--- src/rtl/riscv_ctrl_pkg.sv ---
// Shared encodings for the multicycle RV32I control path: FSM states,
// opcodes and the datapath select/control codes.
package riscv_ctrl_pkg;

    typedef enum logic [3:0] {
        S_FETCH,
        S_DECODE,
        S_MEMADR,
        S_MEMREAD,
        S_MEMWB,
        S_MEMWRITE,
        S_EXECR,
        S_EXECI,
        S_ALUWB,
        S_JAL,
        S_JALR_TGT,
        S_JALR_LINK,
        S_BRANCH,
        S_LUI
    } state_t;

    localparam logic [6:0] OP_LOAD   = 7'b0000011;
    localparam logic [6:0] OP_STORE  = 7'b0100011;
    localparam logic [6:0] OP_RTYPE  = 7'b0110011;
    localparam logic [6:0] OP_ITYPE  = 7'b0010011;
    localparam logic [6:0] OP_JAL    = 7'b1101111;
    localparam logic [6:0] OP_JALR   = 7'b1100111;
    localparam logic [6:0] OP_BRANCH = 7'b1100011;
    localparam logic [6:0] OP_LUI    = 7'b0110111;

    localparam logic [2:0] IMM_I = 3'b000;
    localparam logic [2:0] IMM_S = 3'b001;
    localparam logic [2:0] IMM_J = 3'b010;
    localparam logic [2:0] IMM_B = 3'b011;
    localparam logic [2:0] IMM_U = 3'b100;

    localparam logic [2:0] ALU_ADD   = 3'b000;
    localparam logic [2:0] ALU_SUB   = 3'b001;
    localparam logic [2:0] ALU_AND   = 3'b010;
    localparam logic [2:0] ALU_OR    = 3'b011;
    localparam logic [2:0] ALU_XOR   = 3'b100;
    localparam logic [2:0] ALU_SLT   = 3'b101;
    localparam logic [2:0] ALU_PASSB = 3'b111;

    localparam logic [1:0] RES_ALUOUT    = 2'b00;
    localparam logic [1:0] RES_DATA      = 2'b01;
    localparam logic [1:0] RES_ALURESULT = 2'b10;

    localparam logic [1:0] SRCA_PC    = 2'b00;
    localparam logic [1:0] SRCA_OLDPC = 2'b01;
    localparam logic [1:0] SRCA_RS1   = 2'b10;

    localparam logic [1:0] SRCB_RS2  = 2'b00;
    localparam logic [1:0] SRCB_IMM  = 2'b01;
    localparam logic [1:0] SRCB_FOUR = 2'b10;

endpackage

--- src/rtl/multicycle_controller_if.sv ---
// Controller <-> datapath bundle: decoded IR fields and ALU flags in,
// every select and enable out. master is the controller side.
interface multicycle_controller_if;

    logic [6:0] op;
    logic [2:0] funct3;
    logic       funct7b5;
    logic       zero;
    logic       neg;
    logic       mem_ready;

    logic       PCWrite;
    logic       AdrSrc;
    logic       MemWrite;
    logic       IRWrite;
    logic       RegWrite;
    logic [1:0] ResultSrc;
    logic [1:0] ALUSrcA;
    logic [1:0] ALUSrcB;
    logic [2:0] ALUControl;
    logic [2:0] ImmSrc;
    logic       illegal;

    modport master (
        input  op, funct3, funct7b5, zero, neg, mem_ready,
        output PCWrite, AdrSrc, MemWrite, IRWrite, RegWrite,
               ResultSrc, ALUSrcA, ALUSrcB, ALUControl, ImmSrc, illegal
    );

    modport slave (
        output op, funct3, funct7b5, zero, neg, mem_ready,
        input  PCWrite, AdrSrc, MemWrite, IRWrite, RegWrite,
               ResultSrc, ALUSrcA, ALUSrcB, ALUControl, ImmSrc, illegal
    );

endinterface

--- src/rtl/multicycle_controller_alu_decoder.sv ---
// ALU operation from funct fields for R/I-type execution; the FSM
// overrides this with add/sub/pass-B outside EXECR/EXECI.
module alu_decoder
    import riscv_ctrl_pkg::*;
(
    input  logic       op5_i,
    input  logic [2:0] funct3_i,
    input  logic       funct7b5_i,
    output logic [2:0] alu_control_o
);

    always_comb begin
        alu_control_o = ALU_ADD;
        case (funct3_i)
            3'b000:  alu_control_o = (op5_i & funct7b5_i) ? ALU_SUB : ALU_ADD;
            3'b010:  alu_control_o = ALU_SLT;
            3'b100:  alu_control_o = ALU_XOR;
            3'b110:  alu_control_o = ALU_OR;
            3'b111:  alu_control_o = ALU_AND;
            default: alu_control_o = ALU_ADD;
        endcase
    end

endmodule

--- src/rtl/multicycle_controller.sv ---
// Main control FSM of the multicycle RV32I core: sequences ALU, memory,
// register file and PC per instruction, stalling on mem_ready.
module multicycle_controller
    import riscv_ctrl_pkg::*;
(
    input  logic                   clk,
    input  logic                   rst,
    multicycle_controller_if.master bus
);

    state_t     state_q, state_d;
    logic       pc_write, adr_src, mem_write, ir_write, reg_write, illegal;
    logic [1:0] result_src, alu_src_a, alu_src_b;
    logic [2:0] alu_ctrl, alu_dec, imm_src;
    logic       branch_taken;

    alu_decoder u_alu_decoder (
        .op5_i         (bus.op[5]),
        .funct3_i      (bus.funct3),
        .funct7b5_i    (bus.funct7b5),
        .alu_control_o (alu_dec)
    );

    always_ff @(posedge clk or negedge rst) begin
        if (!rst) state_q <= S_FETCH;
        else      state_q <= state_d;
    end

    always_comb begin
        case (bus.funct3)
            3'b000:  branch_taken = bus.zero;
            3'b001:  branch_taken = ~bus.zero;
            3'b100:  branch_taken = bus.neg;
            3'b101:  branch_taken = ~bus.neg;
            default: branch_taken = 1'b0;
        endcase
    end

    always_comb begin
        case (bus.op)
            OP_LOAD, OP_ITYPE, OP_JALR: imm_src = IMM_I;
            OP_STORE:                   imm_src = IMM_S;
            OP_BRANCH:                  imm_src = IMM_B;
            OP_JAL:                     imm_src = IMM_J;
            OP_LUI:                     imm_src = IMM_U;
            default:                    imm_src = 3'b000;
        endcase
    end

    always_comb begin
        state_d    = state_q;
        pc_write   = 1'b0;
        adr_src    = 1'b0;
        mem_write  = 1'b0;
        ir_write   = 1'b0;
        reg_write  = 1'b0;
        illegal    = 1'b0;
        result_src = RES_ALUOUT;
        alu_src_a  = SRCA_PC;
        alu_src_b  = SRCB_RS2;
        alu_ctrl   = ALU_ADD;
        unique case (state_q)
            S_FETCH: begin
                alu_src_b  = SRCB_FOUR;
                result_src = RES_ALURESULT;
                ir_write   = bus.mem_ready;
                pc_write   = bus.mem_ready;
                if (bus.mem_ready) state_d = S_DECODE;
            end
            S_DECODE: begin
                alu_src_a = SRCA_OLDPC;
                alu_src_b = SRCB_IMM;
                case (bus.op)
                    OP_LOAD, OP_STORE: state_d = S_MEMADR;
                    OP_RTYPE:          state_d = S_EXECR;
                    OP_ITYPE:          state_d = S_EXECI;
                    OP_JAL:            state_d = S_JAL;
                    OP_JALR:           state_d = S_JALR_TGT;
                    OP_BRANCH:         state_d = S_BRANCH;
                    OP_LUI:            state_d = S_LUI;
                    default: begin
                        illegal = 1'b1;
                        state_d = S_FETCH;
                    end
                endcase
            end
            S_MEMADR: begin
                alu_src_a = SRCA_RS1;
                alu_src_b = SRCB_IMM;
                state_d   = bus.op[5] ? S_MEMWRITE : S_MEMREAD;
            end
            S_MEMREAD: begin
                adr_src = 1'b1;
                if (bus.mem_ready) state_d = S_MEMWB;
            end
            S_MEMWB: begin
                result_src = RES_DATA;
                reg_write  = 1'b1;
                state_d    = S_FETCH;
            end
            S_MEMWRITE: begin
                adr_src   = 1'b1;
                mem_write = 1'b1;
                if (bus.mem_ready) state_d = S_FETCH;
            end
            S_EXECR: begin
                alu_src_a = SRCA_RS1;
                alu_ctrl  = alu_dec;
                state_d   = S_ALUWB;
            end
            S_EXECI: begin
                alu_src_a = SRCA_RS1;
                alu_src_b = SRCB_IMM;
                alu_ctrl  = alu_dec;
                state_d   = S_ALUWB;
            end
            S_ALUWB: begin
                reg_write = 1'b1;
                state_d   = S_FETCH;
            end
            // PC takes the target held in ALUOut while OldPC+4 is formed for rd
            S_JAL, S_JALR_LINK: begin
                alu_src_a = SRCA_OLDPC;
                alu_src_b = SRCB_FOUR;
                pc_write  = 1'b1;
                state_d   = S_ALUWB;
            end
            S_JALR_TGT: begin
                alu_src_a = SRCA_RS1;
                alu_src_b = SRCB_IMM;
                state_d   = S_JALR_LINK;
            end
            S_BRANCH: begin
                alu_src_a = SRCA_RS1;
                alu_ctrl  = ALU_SUB;
                pc_write  = branch_taken;
                state_d   = S_FETCH;
            end
            S_LUI: begin
                alu_src_b = SRCB_IMM;
                alu_ctrl  = ALU_PASSB;
                state_d   = S_ALUWB;
            end
            default: state_d = S_FETCH;
        endcase
    end

    // Enables are masked while reset is held; the state register already shows FETCH.
    assign bus.PCWrite    = pc_write  & rst;
    assign bus.IRWrite    = ir_write  & rst;
    assign bus.RegWrite   = reg_write & rst;
    assign bus.MemWrite   = mem_write & rst;
    assign bus.illegal    = illegal   & rst;
    assign bus.AdrSrc     = adr_src;
    assign bus.ResultSrc  = result_src;
    assign bus.ALUSrcA    = alu_src_a;
    assign bus.ALUSrcB    = alu_src_b;
    assign bus.ALUControl = alu_ctrl;
    assign bus.ImmSrc     = imm_src;

endmodule

--- src/flat_wrapper.sv ---
// flat-port wrapper written by rule: the top's interface ports become plain ports
module multicycle_controller_flat import riscv_ctrl_pkg::*;
  (clk, rst, bus_op, bus_funct3, bus_funct7b5, bus_zero, bus_neg, bus_mem_ready, bus_PCWrite, bus_AdrSrc, bus_MemWrite, bus_IRWrite, bus_RegWrite, bus_ResultSrc, bus_ALUSrcA, bus_ALUSrcB, bus_ALUControl, bus_ImmSrc, bus_illegal);
  multicycle_controller_if bus_i ();
  input  logic clk;
  input  logic rst;
  input wire logic [$bits(bus_i.op)-1:0] bus_op;
  input wire logic [$bits(bus_i.funct3)-1:0] bus_funct3;
  input wire logic [$bits(bus_i.funct7b5)-1:0] bus_funct7b5;
  input wire logic [$bits(bus_i.zero)-1:0] bus_zero;
  input wire logic [$bits(bus_i.neg)-1:0] bus_neg;
  input wire logic [$bits(bus_i.mem_ready)-1:0] bus_mem_ready;
  output wire logic [$bits(bus_i.PCWrite)-1:0] bus_PCWrite;
  output wire logic [$bits(bus_i.AdrSrc)-1:0] bus_AdrSrc;
  output wire logic [$bits(bus_i.MemWrite)-1:0] bus_MemWrite;
  output wire logic [$bits(bus_i.IRWrite)-1:0] bus_IRWrite;
  output wire logic [$bits(bus_i.RegWrite)-1:0] bus_RegWrite;
  output wire logic [$bits(bus_i.ResultSrc)-1:0] bus_ResultSrc;
  output wire logic [$bits(bus_i.ALUSrcA)-1:0] bus_ALUSrcA;
  output wire logic [$bits(bus_i.ALUSrcB)-1:0] bus_ALUSrcB;
  output wire logic [$bits(bus_i.ALUControl)-1:0] bus_ALUControl;
  output wire logic [$bits(bus_i.ImmSrc)-1:0] bus_ImmSrc;
  output wire logic [$bits(bus_i.illegal)-1:0] bus_illegal;
  assign bus_i.op = bus_op;
  assign bus_i.funct3 = bus_funct3;
  assign bus_i.funct7b5 = bus_funct7b5;
  assign bus_i.zero = bus_zero;
  assign bus_i.neg = bus_neg;
  assign bus_i.mem_ready = bus_mem_ready;
  assign bus_PCWrite = bus_i.PCWrite;
  assign bus_AdrSrc = bus_i.AdrSrc;
  assign bus_MemWrite = bus_i.MemWrite;
  assign bus_IRWrite = bus_i.IRWrite;
  assign bus_RegWrite = bus_i.RegWrite;
  assign bus_ResultSrc = bus_i.ResultSrc;
  assign bus_ALUSrcA = bus_i.ALUSrcA;
  assign bus_ALUSrcB = bus_i.ALUSrcB;
  assign bus_ALUControl = bus_i.ALUControl;
  assign bus_ImmSrc = bus_i.ImmSrc;
  assign bus_illegal = bus_i.illegal;
  multicycle_controller u_core (.clk(clk), .rst(rst), .bus(bus_i));
endmodule
--- config.mk ---
export PLATFORM = sky130hd
export DESIGN_NAME = multicycle_controller_flat
export DESIGN_NICKNAME = d
export VERILOG_FILES = /design/src/rtl/riscv_ctrl_pkg.sv /design/src/rtl/multicycle_controller_if.sv /design/src/rtl/multicycle_controller_alu_decoder.sv /design/src/rtl/multicycle_controller.sv /design/src/flat_wrapper.sv
export SDC_FILE = /design/constraint.sdc
export NUM_CORES = 1
export LEC_CHECK = 0
export CAP_MARGIN = 30
export CORE_MARGIN = 1
export CORE_UTILIZATION = 40
export DETAILED_ROUTE_END_ITERATION = 10
export GPL_ROUTABILITY_DRIVEN = 1
export PLACE_DENSITY = 0.78
export SETUP_SLACK_MARGIN = 0.4
export SYNTH_ARGS = -nofsm -noshare
export SYNTH_HDL_FRONTEND = slang
export SYNTH_HIERARCHICAL = 1
export SYNTH_SLANG_ARGS = --single-unit
--- constraint.sdc ---
create_clock -name clk -period 2.1 [get_ports clk]
set_input_delay 0.42 -clock clk [delete_from_list [all_inputs] [get_ports clk]]
set_output_delay 0.42 -clock clk [all_outputs]
set_load 0.03 [all_outputs]
==> qor.csv, run 1 <==
metric,value,unit
status,stopped before the end,
Failed at,5_1_grt,
tool error,"[ERROR DPL-0038] Utilization greater than 100%, impossible to legalize",
initial core utilization,45.3,%
CTS Buf Count,3,
post-synth top area share,13.9,%
Die X,44.5,microns
Chip Height,44.5,microns
clock root buffer,clkbuf_4,
worst endpoint type,primary output,
Sink Count,4,
"worst slack, placed",-0.670,ns
largest net degree at the start of global routing,18,
Post-synth EDFFs,0,
H-tree depth,1,
Final GP Congestion,0.857,
biggest area consumer among synthesized cells,dfrtp_1,
Syn Nets,126,
"FFs w/ async S/R, synth",100,%
mapped cell area,722,sq um
synth warn,6,
# IOs,34,
worst_ep grt,bus_PCWrite,
leading register cell type out of synthesis,dfrtp_1,
#FFs+latches synth,4,
DP HPWL,2000,microns
number of library cell types mapped by synthesis,37,
Synth Instances,110,
row count,14,
"top cells by area, synth","dfrtp_1 (14%), a21oi_1 (9.0%), nor2_1 (6.8%)",
PortBufs,33,
Mean Syn Cell Area,6.56,sq um
sequential fraction of the synthesis area,13.9,%
Clock Path Buffers,2,
per-stage QoR:
step / hold slack [ns] / util [%] / instance area (sq um) / setup TNS, ns / instances
CTS: 0.235 / 96.2 / 1530 / 0 / 199
global placement: 0.664 / 79.9 / 1270 / -0.769 / 183
detailed placement: 0.674 / 79.9 / 1270 / -0.882 / 183
floorplan: 0.124 / - / 801 / 0 / 110
logic make-up after synthesis:
group	after synthesis	share of synthesized area, %
simple gates	56	42.1
flops	4	13.9
compound gates	30	27.0
mux	2	2.77
xor+xnor	5	6.07
buf+inv	13	8.15
synthesized netlist by cell type (2+ instances only):
library cell,number
a2111oi_0,2
a21oi_1,13
buf_1,2
buf_2,2
clkbuf_1,5
dfrtp_1,4
inv_1,2
mux2i_1,2
nand2_1,10
nand2b_1,7
nand3b_1,3
nor2_1,13
nor2b_1,6
nor3_1,5
nor4_1,4
o21ai_1,3
o22a_1,2
o22ai_1,3
xor2_1,4
timing repair:
action / 4_1_cts
gates resized for setup: 97
buffers inserted: 12
setup endpoints to repair: 18
hold buffers: 0
cloned: 1
pin swaps: 16
==> run 2: changes to the inputs <==
Settings changed: CORE_AREA set to 2 2 63 65, CORE_MARGIN 1 to unset, CORE_UTILIZATION 40 to unset, DIE_AREA set to 0 0 65 67, PLACE_DENSITY 0.78 to unset, PLACE_DENSITY_LB_ADDON set to 0.15, SETUP_SLACK_MARGIN 0.4 to unset.
==> run 2 against run 1 <==
- the flow now finishes without violations
- synthesized cell count unchanged
- synthesized area is the same
==> qor.csv, run 2 <==
metric,value,unit,change
Clock Path Buffers,2,,unchanged
power per cell area,423,nW/um^2,
area grow syn2layout,84.6,%,
layout net count,180,,
routed wl met2,1220,microns,
number of library cell types mapped by synthesis,37,,unchanged
"FFs w/ async S/R, synth",100,%,unchanged
mapped cell area,722,sq um,unchanged
CP Launch Type,primary input,,
CP required,1.68,ns,
initial core utilization,20.0,%,-25 points
post-DR wirelength/cell,12.4,microns,
setup TNS,0,ns,
CP endpoint kind,output pin,,
DP HPWL,2050,microns,+2.2%
met3 routed WL,150,microns,
Post-synth EDFFs,0,,unchanged
worst hold slack,0.556,ns,
#FFs+latches synth,4,,unchanged
CP Max Fanout,2,,
M1 WL,1210,microns,
status,finished clean,,
antenna violations before repair,0,,
DRT iter0 DRCs,29,,
H-tree depth,1,,unchanged
ratio of cells with drive above 1 in the final layout,37.0,%,
sequential fraction of the synthesis area,13.9,%,unchanged
"worst slack, placed",-0.123,ns,+0.547 ns
placed inst area,1190,sq um,-6.2%
Worst slew margin,79.1,%,
most frequent cells in the layout,"buf_4 (41), a21oi_1 (13), nor2_1 (13)",,
max FFs per register,4,,
"commonest non-fill, non-tap cell in the layout",buf_4,,
worst skew pair latency,0.21,ns,
LEAKAGE,0.000632,uW,
Mean Syn Cell Area,6.56,sq um,unchanged
post-route cell area,1330,sq um,
kind of critical path,in -> out,,
DR DRC count,0,,
Final period util,97.5,%,
biggest area consumer among synthesized cells,dfrtp_1,,
Synth top cells by count,"a21oi_1 (13), nor2_1 (13), nand2_1 (10), nand2b_1 (7), nor2b_1 (6)",,
fin util,37.0,%,
final hold vios,0,,
Worst Hold Class,in -> async,,
via count,961,,
DR vias/cell,4.58,,
Final GP Congestion,0.864,,+0.86%
clock root buffer,clkbuf_8,,
leading register cell type out of synthesis,dfrtp_1,,
Setup Skew,0.00179,ns,
Sink Count,4,,unchanged
Die X,65,microns,+46%
crit path DAT,1.63,ns,
setup slack after layout,0.0529,ns,
fin. max-slew vios,0,,
Highest Clock Rate,489,MHz,
ANT nets after route,0,,
drt first pass iters,4,,
Reg with most FFs,u_core/state_q,,
CTS tree,done,,
Antenna diodes,0,,
Worst-Margin Slew,0.312,ns,
post-synth top area share,13.9,%,unchanged
grt total ovfl,0,,
number of global-route vias before repair,911,,
PortBufs,33,,unchanged
biggest regs,u_core/state_q: 4 flops,,
"CTS clk-pin slew, worst paths",0.03,ns,
Highest Signal Layer,met4,,
Synth Instances,110,,unchanged
first-pass GRT wire length,3930,microns,
minimum clock period,2.05,ns,
# IOs,34,,unchanged
Peak supply drop,121,uV,
Syn Nets,126,,unchanged
row count,22,,+8
largest net degree at the start of global routing,13,,
synth warn,6,,unchanged
CTS Buf Count,3,,unchanged
Max-Cap Viols,0,,
die area,4360,sq um,
Core Area,3610,sq um,
Global Route Usage Sum,11.5,%,
Chip Height,67,microns,+51%
hold buffers post-CTS,0,,unchanged
Finish-stage setup viols,0,,
"top cells by area, synth","dfrtp_1 (14%), a21oi_1 (9.0%), nor2_1 (6.8%)",,
final wirelength,2610,microns,
run 2: cell counts after synthesis:
Identical to the previous run, type by type.
run 2: cell type report:
cell class / instances / area [sq um]
Tap cell: 48 / 60.1
Inverter: 3 / 11.3
Timing Repair Buffer: 59 / 503
Sequential cell: 4 / 103
Multi-Input combinational cell: 93 / 614
Clock buffer: 3 / 41.3
Fill cell: 392 / 2270
run 2: routing by layer:
layer	track usage (%)	vias to the layer above
met2	20.5	33
met5	0	-
li1	-	498
met3	1.18	4
met4	5.05	0
met1	14.0	426
run 2: path summary, 6_finish.rpt:
check                                               from                             to  slack, ns  cells past startpoint
min in group clk           u_core/state_q[3]$_DFFE_PN0P_  u_core/state_q[2]$_DFFE_PN0P_       0.72                      2
max in group asynchronous                            rst  u_core/state_q[0]$_DFFE_PN0P_       1.43                      2
setup / recovery                           bus_mem_ready                    bus_PCWrite       0.05                      6
hold reg to reg            u_core/state_q[3]$_DFFE_PN0P_  u_core/state_q[2]$_DFFE_PN0P_       0.72                      2
hold / removal                                       rst  u_core/state_q[3]$_DFFE_PN0P_       0.56                      2
setup reg to reg           u_core/state_q[3]$_DFFE_PN0P_  u_core/state_q[1]$_DFFE_PN0P_       0.39                      4
run 2: timing repair:
item	in CTS	in global routing
endpoints found under the setup margin	5	6
pin swaps	1	2
setup buffers	0	5
gates resized for setup	6	16
run 2: metrics by stage:
step	std cells	total power (uW)
5_1_grt	210	597
3_3_place_gp	202	396
6_report	210	564
2_1_floorplan	110	268
3_5_place_dp	202	394
4_1_cts	205	555
run 2: worst max-delay path: stages:
cell and delay (ns):
clkdlybuf4s50_1 0.49, nor4b_4 0.20, a21oi_1 0.09, o22ai_1 0.15, and2_1 0.14, buf_4 0.15
run 2: logic make-up after synthesis:
group / count (synthesis) / share of synthesized area [%]
AOI/OAI and AO/OA: 30 / 27.0
buffers and inverters: 13 / 8.15
and+or+nand+nor: 56 / 42.1
xor gates and xnor gates: 5 / 6.07
muxes: 2 / 2.77
DFF: 4 / 13.9
run 2: report_power, final:
part	internal, uW	switching [uW]
Clock	122	35.5
Combinational	143	166
Sequential	83.8	13.2
No activity file was read; power rests on OpenSTA's default activity.
